**src/rtl/frequency_divider.sv**
```systemverilog
// Programmable integer clock divider.
// Produces a registered, glitch-free clk_out with a period of N clk cycles.
// The high phase is ceil(N/2) cycles and the low phase is floor(N/2) cycles.
// N is latched only at period boundaries. N < 2 parks the divider idle with clk_out low.
module frequency_divider #(
    parameter int WIDTH = 8
) (
    input  logic             clk,
    input  logic             reset,
    input  logic [WIDTH-1:0] N,
    output logic             clk_out
);

    // n_act == 0 doubles as the idle / pre-start marker.
    // A running divider always holds n_act >= 2.
    logic [WIDTH-1:0] n_act;
    logic [WIDTH-1:0] cnt;

    // ceil(n/2), computed one bit wider so that n = 2^WIDTH-1 cannot overflow.
    function automatic logic [WIDTH:0] ceil_half(input logic [WIDTH-1:0] n);
        logic [WIDTH:0] nx;
        nx = {1'b0, n};
        return (nx + {{WIDTH{1'b0}}, 1'b1}) >> 1;
    endfunction

    logic             running;
    logic             at_boundary;
    logic             n_ok;
    logic [WIDTH:0]   high_len;
    logic [WIDTH:0]   cnt_next_x;

    // Decode the period boundary and the next phase position.
    always_comb begin
        running     = (n_act >= WIDTH'(2));
        at_boundary = !running || (cnt == n_act - WIDTH'(1));
        n_ok        = (N >= WIDTH'(2));
        high_len    = ceil_half(n_act);
        cnt_next_x  = {1'b0, cnt} + {{WIDTH{1'b0}}, 1'b1};
    end

    // Counter, latched factor and output flop advance together.
    // At a boundary, either a new period starts (clk_out rises) or the divider goes idle.
    // Inside a period, clk_out stays high while the new count is below ceil(n/2).
    always_ff @(posedge clk) begin
        if (reset) begin
            n_act   <= '0;
            cnt     <= '0;
            clk_out <= 1'b0;
        end else if (at_boundary) begin
            cnt <= '0;
            if (n_ok) begin
                n_act   <= N;
                clk_out <= 1'b1;
            end else begin
                n_act   <= '0;
                clk_out <= 1'b0;
            end
        end else begin
            cnt     <= cnt_next_x[WIDTH-1:0];
            clk_out <= (cnt_next_x < high_len);
        end
    end

endmodule

```
**config.mk**
```make
export PLATFORM = sky130hd
export DESIGN_NAME = frequency_divider
export DESIGN_NICKNAME = d
export VERILOG_FILES = /design/src/rtl/frequency_divider.sv
export SDC_FILE = /design/constraint.sdc
export NUM_CORES = 1
export LEC_CHECK = 0
export ABC_AREA = 1
export CORE_ASPECT_RATIO = 2
export CORE_UTILIZATION = 40
export CTS_CLUSTER_DIAMETER = 200
export DETAILED_ROUTE_END_ITERATION = 10
export PLACE_DENSITY = 0.59
export RECOVER_POWER = 25
export SYNTH_ARGS = -nofsm -noshare
export SYNTH_HDL_FRONTEND = slang
export SYNTH_SLANG_ARGS = --single-unit
```
**constraint.sdc**
```tcl
create_clock -name clk -period 3.4 [get_ports clk]
set_input_delay 0.51 -clock clk [delete_from_list [all_inputs] [get_ports clk]]
set_output_delay 0.51 -clock clk [all_outputs]
set_load 0.05 [all_outputs]
```
==> flow_metrics.env <==
export IMPL_register_area_um2=340
export IMPL_setup_viol=0
export IMPL_antenna_found_initial=0
export IMPL_dr_pass1_iters=4
export IMPL_setup_tns_ps=0
export IMPL_grt_overflow_total=0
export IMPL_drtAntennaViolNets=0
export IMPL_core_mm2=0.00338
export IMPL_fillers=374
export IMPL_drc_errors=0
export IMPL_synth_top_area_cell="dfxtp_1"
export IMPL_maxCapViolCount=0
export IMPL_slew_violations=0
export IMPL_worst_setup_path_end_kind="register"
export IMPL_fp_row_count=30
export IMPL_rsz0062_at_grt="no"
export IMPL_status="completed"
export IMPL_cts_htree_levels=1
export IMPL_drt_initial_drc_count=18
export IMPL_power_leakage_nw=0.697
export IMPL_mostFrequentLayoutCell="nand2_1"
export IMPL_dp_cells=245
export IMPL_final_area_mm2=0.00153
export IMPL_synth_seq_cells=17
export IMPL_r2r_slack_ps=790
export IMPL_port_buffers=10
export IMPL_clock_latency_ps=260
export IMPL_routed_wl_um=3380
export IMPL_viasPerCell=5.12
export IMPL_ys_seq_area_share_pct=23.9
export IMPL_hold_violations=0
export IMPL_ctsResizeCount=0
export IMPL_synth_compound_area_share_pct=5.09
export IMPL_cts_root_buffer="clkbuf_8"
export IMPL_timing_worst_setup_path_type="register to register"
export IMPL_routedWlPerCell_um=13.6
export IMPL_grt_max_degree=12
export IMPL_layout_common_cells="nand2_1, inv_1, nand3_1, dfxtp_1, nor2_1"
export IMPL_cts_tree="done"
export IMPL_power_total_mw=1.51
export IMPL_grt_util_all_layers_pct=20.1
export IMPL_synth_xor_area_share_pct=10.4
export IMPL_skew_ps=6.64
export IMPL_dp_slack_ps=859
export IMPL_synthMuxAreaShare_pct=0
export IMPL_cts_sinks=17
export IMPL_power_density_mw_per_mm2=985
export IMPL_fmax_ghz=0.384
export IMPL_startpoint_type="register"
export IMPL_die_w_um=44.2
export IMPL_holdWs_ps=514
export IMPL_dieArea_mm2=0.00382
export IMPL_ir_drop_mv=0.431
export IMPL_vias=1274
export IMPL_io_pins=11
export IMPL_ctsHoldBuffers=0
export IMPL_clockBufferDepth=2
export IMPL_ys_warn_count=0
export IMPL_grt_pass1_vias=1297
export IMPL_timing_slew_headroom_pct=62.3
export IMPL_crit_chain="inv_1, nor3_1, nand3_1, nor3_1, xnor2_1, ha_1, a21oi_1, o211ai_1, inv_1, nand2_1, nor2_1, nand3_1, a21oi_1"
export IMPL_yosys_area_share_simple_pct=37.8
export IMPL_drive_gt1_share_pct=12.4
export IMPL_num_antenna_cells=0
export IMPL_min_period_ps=2610
export IMPL_worstPathMaxFanout=7
export IMPL_fin_crit_sh_pct=76.7
export IMPL_synth_top_family_by_area="simple AND/OR/NAND/NOR gates"
export IMPL_cts_buffers=3
export IMPL_start_util_pct=42.2
export IMPL_postCtsSetupBuffers=0
export IMPL_final_cells=249
export IMPL_slowest_delay_ps=420
export IMPL_dpl_cell_area_mm2=0.00150
export IMPL_arrival_ps=2800
export IMPL_grt_pass1_wl_um=5620
export IMPL_hold_class="register to register"
export IMPL_setup_ws_ps=793
export IMPL_nets=239
export IMPL_multi_input_area_um2=880
export IMPL_cts_clk_slew_worst_paths_ps=70
export IMPL_synth_cells=210
export IMPL_gp_routability_congestion=0.888
export IMPL_syn_to_final_growth_pct=7.28
export IMPL_cp_slowest_cell="nor3_1"
export IMPL_hpwl_um=2840
export IMPL_die_y_um=86.5
export IMPL_cp_required_ps=3600
export IMPL_synth_area_leaders="dfxtp_1, nand2_1, ha_1"
export IMPL_synth_area_mm2=0.00143
export IMPL_utilization_pct=45.3
export IMPL_tightest_slew_ps=564
export IMPL_yosysUniqueCellTypes=25
export IMPL_synth_net_count=231
export IMPL_postSynthAreaPerCell_um2=6.79
export IMPL_synth_top_area_share_pct=23.9
export IMPL_synth_adder_area_share_pct=9.65
-- sequential cells by signal, summed over array words and instances (netlist names) --
| register | cells |
|---|---|
| n_act | 8 |
| clk_out | 1 |
| cnt | 8 |
-- Yosys cell counts --
cell type and count:
nand2_1 50, xor2_1 11, nand2_2 1, o211ai_1 1
nand3_2 2, xnor2_2 1, nand3_4 1, nor3_1 5
buf_6 5, inv_1 26, xnor2_1 4, buf_2 1
nand3_1 17, clkbuf_1 1, o21ai_1 1, nand4_1 5
nor2_4 1, nor2_1 15, ha_1 11, dfxtp_1 17
nor4_1 2, nand2_4 1, nor2_2 12, inv_2 7
a21oi_1 12
-- critical path, delay by kind of cell, from the launching register on --
family / cells / cell delay [ps]
adders and majority gates: 1 / 280
DFF: 1 / 410
and+or+nand+nor: 6 / 1050
xor gates and xnor gates: 1 / 180
buffers and inverters: 2 / 220
AOI/OAI and AO/OA: 3 / 400
-- cell type report --
| cell class | instances | area share, % |
|---|---|---|
| flip-flops and latches | 17 | 22.2 |
| well taps | 32 | 2.62 |
| clock buffers | 3 | 2.70 |
| multi-input cells | 153 | 57.5 |
| repair buffers | 10 | 6.54 |
| inverters | 33 | 8.09 |
| clock inverters | 1 | 0.327 |
-- where the power goes --
| part | leakage [nW] | internal, mW | switching (mW) |
|---|---|---|---|
| Sequential | 0.139 | 0.263 | 0.120 |
| Combinational | 0.533 | 0.367 | 0.598 |
| Clock | 0.0255 | 0.0816 | 0.0774 |
| Total | 0.697 | 0.711 | 0.796 |
-- cell families after synthesis --
kind of cell / after synthesis
compound gates: 14
xor+xnor: 16
fa+ha+maj: 11
buf+inv: 40
flops: 17
simple gates: 112
-- routing by layer --
metal	GRT usage (%)	wire length (µm)
met2	41.0	2070
met5	0	0
met3	1.88	50
met4	9.92	102
met1	17.6	1160
-- worst paths after layout --
check / from / end / depth (start not counted)
worst min-delay path: cnt[0]$_SDFF_PP0_ / cnt[0]$_SDFF_PP0_ / 1
worst min register to register: cnt[0]$_SDFF_PP0_ / cnt[0]$_SDFF_PP0_ / 1
worst max-delay path: n_act[0]$_SDFFE_PP0P_ / clk_out$_SDFF_PP0_ / 13
worst max register to register: n_act[0]$_SDFFE_PP0P_ / clk_out$_SDFF_PP0_ / 13
Power figures use the tool's default switching activity.
